**config.mk**
```make
export PLATFORM = sky130hd
export DESIGN_NAME = serial_subtractor
export DESIGN_NICKNAME = d
export VERILOG_FILES = /design/src/rtl/serial_subtractor_pkg.sv /design/src/rtl/full_subtractor.sv /design/src/rtl/serial_subtractor.sv
export SDC_FILE = /design/constraint.sdc
export NUM_CORES = 1
export LEC_CHECK = 0
export CAP_MARGIN = 20
export CORE_MARGIN = 3
export CORE_UTILIZATION = 46
export DETAILED_ROUTE_END_ITERATION = 10
export GPL_ROUTABILITY_DRIVEN = 0
export GPL_TIMING_DRIVEN = 0
export PLACE_DENSITY = 0.71
export SLEW_MARGIN = 0
export SYNTH_ARGS = -nofsm -noshare
export SYNTH_HDL_FRONTEND = slang
export SYNTH_HIERARCHICAL = 1
export SYNTH_SLANG_ARGS = --single-unit
```
**constraint.sdc**
```tcl
create_clock -name clk -period 1.4 [get_ports clk]
set_input_delay 0.35 -clock clk [delete_from_list [all_inputs] [get_ports clk]]
set_output_delay 0.35 -clock clk [all_outputs]
set_load 0.005 [all_outputs]
```
**src/rtl/serial_subtractor_pkg.sv**
```systemverilog
// Shared types and helpers for the bit-serial subtractor and future serial CNU arithmetic.
// The FSM state encoding and the bit-counter width rule live here.
package serial_subtractor_pkg;

    typedef enum logic [1:0] {
        IDLE,
        RUN,
        DONE
    } state_t;

    // CNT_W for a given WIDTH: enough bits to count 0..WIDTH-1.
    function automatic int cnt_width(input int width);
        return (width < 2) ? 1 : $clog2(width);
    endfunction

endpackage

```
**src/rtl/full_subtractor.sv**
```systemverilog
// Combinational 1-bit full-subtractor cell: d = a - b - bin, with borrow-out.
module full_subtractor (
    input  logic a,
    input  logic b,
    input  logic bin,
    output logic d,
    output logic bout
);

    assign d    = a ^ b ^ bin;
    assign bout = (~a & b) | (~(a ^ b) & bin);

endmodule

```
**src/rtl/serial_subtractor.sv**
```systemverilog
// Bit-serial unsigned subtractor: DIFF = (A - B) mod 2^WIDTH, LSB first, one bit per clock.
// Operands and result move through valid/ready handshakes; BORROW flags A < B.
module serial_subtractor
    import serial_subtractor_pkg::*;
#(
    parameter int WIDTH = 5
) (
    input  logic             clk,
    input  logic             rst_n,
    input  logic             in_valid,
    output logic             in_ready,
    input  logic [WIDTH-1:0] A,
    input  logic [WIDTH-1:0] B,
    output logic             out_valid,
    input  logic             out_ready,
    output logic [WIDTH-1:0] DIFF,
    output logic             BORROW
);

    localparam int             CNT_W = cnt_width(WIDTH);
    localparam logic [CNT_W-1:0] LAST = CNT_W'(WIDTH - 1);

    state_t           state;
    state_t           state_next;
    logic [CNT_W-1:0] cnt;
    logic [WIDTH-1:0] a_sr;
    logic [WIDTH-1:0] b_sr;
    logic [WIDTH-1:0] res_sr;
    logic             borrow;
    logic             d;
    logic             bo;
    logic             accept;
    logic             last_bit;

    assign accept   = (state == IDLE) && in_valid && in_ready;
    assign last_bit = (state == RUN) && (cnt == LAST);

    full_subtractor u_cell (
        .a    (a_sr[0]),
        .b    (b_sr[0]),
        .bin  (borrow),
        .d    (d),
        .bout (bo)
    );

    always_ff @(posedge clk or negedge rst_n) begin
        if (!rst_n) begin
            state <= IDLE;
        end else begin
            // NOTE: sequential state uses non-blocking assignments so every register samples pre-edge values.
            state <= state_next;
        end
    end

    always_comb begin
        // NOTE: default first so every path assigns state_next and no latch is inferred.
        state_next = state;
        unique case (state)
            IDLE:    if (accept)         state_next = RUN;
            RUN:     if (cnt == LAST)    state_next = DONE;
            DONE:    if (out_ready)      state_next = IDLE;
            default:                     state_next = IDLE;
        endcase
    end

    // in_ready is registered so it stays low throughout reset and rises on the first edge after release.
    always_ff @(posedge clk or negedge rst_n) begin
        if (!rst_n) begin
            // NOTE: these are a handful of flops, not a memory, so each one gets an explicit reset value.
            in_ready  <= 1'b0;
            out_valid <= 1'b0;
            cnt       <= '0;
            a_sr      <= '0;
            b_sr      <= '0;
            res_sr    <= '0;
            borrow    <= 1'b0;
            DIFF      <= '0;
            BORROW    <= 1'b0;
        end else begin
            in_ready <= (state_next == IDLE);
            if (accept) begin
                a_sr   <= A;
                b_sr   <= B;
                res_sr <= '0;
                borrow <= 1'b0;
                cnt    <= '0;
            end else if (state == RUN) begin
                a_sr   <= a_sr >> 1;
                b_sr   <= b_sr >> 1;
                res_sr <= {d, res_sr[WIDTH-1:1]};
                borrow <= bo;
                if (last_bit) begin
                    DIFF      <= {d, res_sr[WIDTH-1:1]};
                    BORROW    <= bo;
                    out_valid <= 1'b1;
                end else begin
                    cnt <= cnt + CNT_W'(1);
                end
            end else if ((state == DONE) && out_ready) begin
                out_valid <= 1'b0;
            end
        end
    end

endmodule
```
==> results summary, run 1 <==
The flow ran to the end, and the final reports show no timing, DRC or antenna violations. The library cell with the largest summed area after synthesis is sky130_fd_sc_hd__dfrtp_1. The worst setup path is launched from a register.

The final-layout fill cell count is around 200. On the final layout, the worst clock skew is approximately 0.0066 ns. The count of buffers inserted at the top-level ports is 21. The clock passes through at most 2 buffers. The clock transition at the registers of the reported paths is roughly 0.15 ns. The count of unique library cells instantiated by Yosys is 25.

The post-DP HPWL came out at between 1500 and 2000 µm. The time the worst path needs with I/O delays and setup came out at between 1 and 1.5 ns. The detailed router placed 957 vias in this run. The die is approximately 59 µm wide. The number of instances in the synthesized netlist came out at 116. The CTS tree is done.

STA classifies the critical path endpoint as a register. The relative area change from synthesis to final layout is 31.8%. In the global route stage, overall resource usage came out at 15.4%. The number of antenna violations at the first check in global routing was 0. The first global-routing pass estimated 4080 µm of wire. In the finished design, the share of the clock period the worst path needs comes to between 90% and 100%. The clock group share of total power is between 10 and 15%. The share of post-route cells with drive strength above 1 is 20.4%.

The TritonCTS buffer count is 3. In this run the worst path has a maximum fanout of 7. The layout net count is 170.

The maximum single-stage delay on the critical path is ~0.44 ns. The sum of routed wire length over all layers is approximately 2500 µm. The total placed cells including tap cells came out at 168. In this run the static leakage power is between 0.0008 and 0.0009 µW. Entering global routing, the biggest net connects 20 pins. For this configuration, the core starts out at a cell density of roughly 50%. The worst-case IR drop observed on VDD is 1.20 mV. The sum of buffers and inverters on the critical path is 1. The I/O pin count is 22. In the final layout, flip-flops and latches occupy about 700 µm².

After detailed routing, the number of vias per cell comes to around 5.3. Combinational logic is responsible for approximately 47% of the overall power. The root buffer cell chosen for the clock tree is sky130_fd_sc_hd__clkbuf_4. For the pin with the worst max-slew slack, the measured transition is between 0.5 and 0.6 ns.

The critical path goes through inv_1, ha_2, nand3_4, mux2_4. The count of final max-slew check failures is 0. The internal cell power is 2350 µW. The die covers about 3500 µm².

Of the total power, the share spent switching nets is 33.7%. The first routing iteration left between 40 and 50 violations. The y dimension of the die came out at a little under 60 µm. The top cell type's share of synthesized area is between 50% and 60%.

At the worst endpoint, the arrival time is about 1.6 ns. The worst max-slew margin expressed relative to the limit came out at roughly 62%. The min-delay analysis places its worst path in the category input pin to async pin. The number of rows in the core area is 18.

The via count of the first global-routing pass was roughly 900. The core footprint is between 2000 and 3000 µm². The total count of hold-check failures in the final report is 0. The antenna diode count came out at 0. Summing internal, switching and leakage power gives around 3500 µW. The count of non-filler cells in the finished layout came out at 182. The post-synthesis instance area came out at about 1300 µm². The number of antenna-violating nets in the routed design came out at 0. By area the synthesized netlist is led by sky130_fd_sc_hd__dfrtp_1 (54%), sky130_fd_sc_hd__mux2_4 (6.9%), sky130_fd_sc_hd__nand2_1 (6.9%). Summed over all failing endpoints, the final setup total negative slack is 0 ns. The net count of the mapped netlist is 133.

For this design, the slowest cell found on the critical path is sky130_fd_sc_hd__dfrtp_1. The top achievable clock speed is about 740 MHz. The final setup violation count is 0.

Yosys printed 6 warnings. The average wire length per cell after detail routing came out at ~14 µm. The post-route DRC violation count came out at 0. The mean instance size in the synthesized netlist is about 11 µm².

The total power divided by cell area is 2070 nW/µm². For this run the aggregate overflow at the end of global routing stands at 0. For the worst setup path, the data required time is between 1.5 and 2 ns.

The synthesized design contains 28 register bits. Summed over all nets, the switching power comes to about 1200 µW. The CTS H-tree depth came out at 1. The tool flagged a number of max-cap violations equal to 0. In this design, the largest share of critical-path delay is due to flip-flops. The multi-input gate area in the final layout came out at 546 µm².

The critical path is of the register to register type. The portion of the post-synthesis area used by sequential elements is between 50% and 60%. The power share of the sequential group is a little under two fifths. The clock reaches the later pin of the worst-skew pair after 0.33 ns. The first-pass iteration count of the detailed router came out at 4.

The count of clock tree sinks came out at 28.
==> synthesized netlist by cell type <==
cell	count
sky130_fd_sc_hd__a211o_1	1
sky130_fd_sc_hd__inv_1	6
sky130_fd_sc_hd__nand3b_1	1
sky130_fd_sc_hd__ha_1	2
sky130_fd_sc_hd__nor2_1	1
sky130_fd_sc_hd__nand2b_1	1
sky130_fd_sc_hd__a22o_1	1
sky130_fd_sc_hd__or2_1	1
sky130_fd_sc_hd__nor2b_2	1
sky130_fd_sc_hd__a21oi_1	11
sky130_fd_sc_hd__a32o_1	1
sky130_fd_sc_hd__nor3_1	1
sky130_fd_sc_hd__dfrtp_1	28
sky130_fd_sc_hd__nand3_4	1
sky130_fd_sc_hd__buf_2	3
sky130_fd_sc_hd__fa_1	1
sky130_fd_sc_hd__and4b_1	4
sky130_fd_sc_hd__and2_1	1
sky130_fd_sc_hd__o21ai_0	8
sky130_fd_sc_hd__o2bb2ai_1	3
sky130_fd_sc_hd__buf_4	3
sky130_fd_sc_hd__nand2_1	24
sky130_fd_sc_hd__and4bb_2	1
sky130_fd_sc_hd__mux2_4	6
sky130_fd_sc_hd__mux2i_1	5
==> stage by stage <==
| step | worst slack [ns] | utilization (%) | hold WS (ns) | instance area (µm²) |
|---|---|---|---|---|
| 2_1_floorplan | 0.0844 | - | 0.0544 | 1300 |
| 3_3_place_gp | -0.390 | 59.7 | 0.461 | 1550 |
| 3_5_place_dp | -0.221 | 60.8 | 0.475 | 1570 |
| 4_1_cts | 0.0166 | 64.6 | 0.369 | 1670 |
| 5_1_grt | -0.0157 | 66.1 | 0.375 | 1710 |
| 6_report | 0.0470 | 66.1 | 0.363 | 1710 |
==> final cells by class <==
class / instances / area share [%]
Buffer: 6 / 2.78
Clock buffer: 3 / 1.32
Clock inverter: 1 / 1.75
Inverter: 6 / 1.32
Multi-Input combinational cell: 76 / 31.9
Sequential cell: 28 / 40.9
Tap cell: 30 / 2.19
Timing Repair Buffer: 32 / 17.8
==> flip-flops by register name, summed over array words and instances (netlist names) <==
name and flops:
BORROW 1, DIFF 5, a_sr 5, b_sr 5, borrow 1, cnt 3
in_ready 1, out_valid 1, res_sr 4, state 2
==> metal layers <==
layer	vias up	share of wire (%)	GRT usage, %
met5	-	0	0
met4	0	1.1	4.85
met3	4	5.5	2.83
met2	27	48	26.0
met1	456	46	20.0
li1	470	-	-
==> final timing paths <==
check | start | end | slack, ns | cells past startpoint
max in group asynchronous | rst_n | b_sr[1] | 0.56 | 2
min in group clk | out_valid | out_valid | 0.49 | 2
setup reg to reg | cnt[0] | DIFF[3] | 0.05 | 4
hold / removal | rst_n | out_valid | 0.36 | 1
setup / recovery | cnt[0] | DIFF[3] | 0.05 | 4
hold reg to reg | out_valid | out_valid | 0.49 | 2
==> cell usage in the layout (no fill, tap or decap), types with 2 or more instances in the layout <==
| cell type | netlist | layout |
|---|---|---|
| sky130_fd_sc_hd__dfrtp_1 | 28 | 28 |
| sky130_fd_sc_hd__o21ai_0 | 8 | 8 |
| sky130_fd_sc_hd__clkdlybuf4s15_1 | 0 | 2 |
| sky130_fd_sc_hd__mux2i_1 | 5 | 5 |
| sky130_fd_sc_hd__mux2_4 | 6 | 6 |
| sky130_fd_sc_hd__dlygate4sd2_1 | 0 | 6 |
| sky130_fd_sc_hd__buf_6 | 0 | 2 |
| sky130_fd_sc_hd__buf_2 | 3 | 2 |
| sky130_fd_sc_hd__nand2_1 | 24 | 24 |
| sky130_fd_sc_hd__and4b_1 | 4 | 4 |
| sky130_fd_sc_hd__clkbuf_4 | 0 | 4 |
| sky130_fd_sc_hd__clkdlybuf4s50_1 | 0 | 13 |
| sky130_fd_sc_hd__a21oi_1 | 11 | 11 |
| sky130_fd_sc_hd__inv_1 | 6 | 6 |
| sky130_fd_sc_hd__buf_4 | 3 | 11 |
| sky130_fd_sc_hd__o2bb2ai_1 | 3 | 3 |
==> power groups by stage <==
stage	registers [µW]	clock network [µW]	logic, µW
2_1_floorplan	1340	0	1030
3_3_place_gp	1370	0	1420
3_5_place_dp	1380	0	1480
4_1_cts	1340	541	1570
5_1_grt	1390	582	1850
6_report	1350	529	1670
==> cell families after synthesis <==
family                     count (synthesis)  synth area share, %
AOI/OAI and AO/OA                         25                 11.5
DFF                                       28                 53.9
adders and majority gates                  3                 3.47
buffers and inverters                     12                 4.62
muxes                                     11                 10.8
and+or+nand+nor                           37                 15.7
==> worst reg2reg max path, cell delays in order (launching register included) <==
cell and delay (ns):
sky130_fd_sc_hd__dfrtp_1 0.44, sky130_fd_sc_hd__inv_1 0.09, sky130_fd_sc_hd__ha_2 0.22, sky130_fd_sc_hd__nand3_4 0.16
sky130_fd_sc_hd__mux2_4 0.34
==> what timing repair did <==
action                     CTS  global route
setup endpoints to repair   14            11
gates resized for setup      9             6
setup buffers                7             3
hold buffers                 0             0
(Power assumes the default switching activity.)
==> run 2, diff against run 1 <==
Settings changed: CAP_MARGIN 20 to not set.
==> results summary, run 2 (synthesis results as in run 1) <==
The run finished with clean final reports. The die footprint is around 3500 µm². The post-detailed-route via-to-cell ratio is between 5 and 6.

The top cell types in the final layout, fill and taps aside, are sky130_fd_sc_hd__dfrtp_1 (28), sky130_fd_sc_hd__nand2_1 (24), sky130_fd_sc_hd__clkdlybuf4s50_1 (12), sky130_fd_sc_hd__buf_4 (11), sky130_fd_sc_hd__a21oi_1 (11). The critical path contains buffers and inverters numbering 2 combined. The signal on the critical path passes through buf_4, nor2b_4, buf_6, nand3_4, mux2_4. STA classifies the critical path endpoint as a register. The most common cell after layout, fill and taps aside is sky130_fd_sc_hd__dfrtp_1. The share of post-route cells with drive strength above 1 came out at a little under 20%. The die width is between 50 and 60 µm. After clock tree synthesis, the clock-pin slew on the worst setup and hold paths is roughly 0.15 ns. For this run, the top clock speed supported by timing is 733 MHz. The residual overflow from global routing is 0. The initial core utilization came out at 50.1%. The worst max-slew margin expressed relative to the limit is between 10% and 20%. The time the worst path needs with I/O delays and setup is ~1.4 ns.

For the worst-skew pair, the clock arrives at the later sink with an insertion delay of roughly 0.34 ns. The CTS H-tree depth came out at 1. The highest-utilization routing layer at the global route stage is met2. The wire length of the first global-routing pass came out at 4150 µm. The number of antenna-violating nets in the routed design is 0.

The maximum single-stage delay on the critical path is roughly 0.39 ns. Of the available clock period, the critical path in the final layout requires a little over nine tenths. The number of antenna violations at the first check in global routing was 0. Between clock sinks in the finished design, the worst skew comes to between 0.007 and 0.008 ns. The peak fanout along the critical path is 10. The count of final max-slew check failures was 0. The critical path required time came out at about 1.6 ns. The worst setup path is launched from a register.

TritonCTS created 3 clock buffers. In the global route stage, met1 resource usage came out at between 20% and 30%. The post-DP HPWL came out at about 1700 µm. The repair_antennas step left the layout with diodes totalling 0. The clock passes through at most 2 buffers.

The post-route DRC violation count is 0. The average wire length per cell after detail routing came out at approximately 14 µm. TritonCTS built the clock tree.

The total number of vias is between 900 and 1000. The placement-stage worst setup slack is -0.492 ns. The multi-input gate area in the final layout came out at 556 µm². The number of rows in the core area came out at 18. The standby leakage power came out at 0.000842 µW. Entering global routing, the biggest net connects 29 pins. At the worst endpoint, the arrival time is around 1.6 ns.

The number of DRC violations after detailed-routing iteration 0 is 32. Clock tree synthesis selected as its root buffer the cell sky130_fd_sc_hd__clkbuf_4. The count of clock tree sinks is 28. The worst setup path is of the register to register kind.

The relative area change from synthesis to final layout is 30.2%. The met3 global-route usage came out at 2.83%. The layout net count is about 170. The I/O pin count is 22. Across the run, the number of max-cap violations was 0.

The actual transition at the worst max-transition pin came out at between 1 and 1.5 ns. The classification of the worst-slack hold path is input pin to async pin. The via count of the first global-routing pass was 915. Setup violations remaining at the end of the flow were counted as 0. Setup repair after global routing could not meet its margin everywhere. The met2 track utilization from global routing came out at a little over a quarter. For this run, the total global-route usage over all layers was measured as between 15 and 20%. The die is 59.1 µm tall.

The worst supply voltage drop on vdd is approximately 1.2 mV. Port buffering added 21 buffers. The total count of hold-check failures in the final report came out at 0. Summing all flip-flop and latch instances after layout gives 701 µm².

The completed layout was analyzed and its total power is roughly 3600 µW. The final-layout fill cell count is 210. The sum of routed wire length over all layers came out at between 2000 and 3000 µm.

The core footprint came out at 2590 µm². The worst setup slack after layout is roughly 0.036 ns. The largest registers in the layout are DIFF (5), a_sr (5), b_sr (5). The first TritonRoute pass finished after 4 iterations. Hold repair after CTS inserted 0 buffers.

The total power divided by cell area is approximately 2100 nW/µm². Broken down by cell family, the worst path's largest delay share belongs to flip-flops. The slowest cell on the critical path is sky130_fd_sc_hd__dfrtp_1.
## run 2: cell types whose count changed in the layout (fill, tap and decap cells not counted)
| cell | previous run | this run |
|---|---|---|
| sky130_fd_sc_hd__clkdlybuf4s50_1 | 13 | 12 |
| sky130_fd_sc_hd__ha_4 | 0 | 1 |
| sky130_fd_sc_hd__buf_16 | 1 | 0 |
| sky130_fd_sc_hd__dlygate4sd2_1 | 6 | 9 |
| sky130_fd_sc_hd__ha_2 | 1 | 0 |
| sky130_fd_sc_hd__clkdlybuf4s15_1 | 2 | 0 |
## run 2: power breakdown
group / total (µW) / internal (µW) / leakage [µW] / switching [µW]
Combinational: 1720 / 931 / 0.000454 / 789
Clock: 534 / 290 / 0.0000279 / 245
Sequential: 1350 / 1140 / 0.000360 / 207
## run 2: through the flow
stage               setup TNS, ns  area, µm²  utilization, %  hold WS (ns)  cells
finish                          0       1690            65.3         0.380    181
detailed placement         -17.23       1550            59.7         0.471    167
global route              -0.0351       1690            65.3         0.457    181
global placement           -13.89       1550            59.7         0.461    167
floorplan                       0       1300               -        0.0544    116
CTS                             0       1650            63.8         0.430    179
## run 2: area by class of cell
class                           count  share of cell area [%]
Sequential cell                    28                    41.5
Multi-Input combinational cell     76                    32.9
Timing Repair Buffer               31                    16.2
Inverter                            6                    1.33
Clock buffer                        3                    1.33
Clock inverter                      1                    1.78
Tap cell                           30                    2.22
Buffer                              6                    2.81
## run 2: repair_timing
item / CTS / global route
setup endpoints to repair: 42 / 12
gates resized for setup: 10 / 5
buffers inserted: 8 / 2
## run 2: final timing paths
| path | start | endpoint | slack (ns) | depth (start not counted) |
|---|---|---|---|---|
| max in group asynchronous | rst_n | a_sr[2] | 0.29 | 1 |
| hold / removal | rst_n | b_sr[4] | 0.38 | 1 |
| setup reg to reg | state[1] | DIFF[3] | 0.04 | 5 |
| min in group clk | out_valid | out_valid | 0.49 | 2 |
| hold reg to reg | out_valid | out_valid | 0.49 | 2 |
| setup / recovery | state[1] | DIFF[3] | 0.04 | 5 |
## run 2: per-layer routing
layer  share of wire, %  vias to the layer above
met2                 47                       31
met5                  0                        -
li1                   -                      467
met4                1.7                        0
met3                6.3                        4
met1                 45                      479
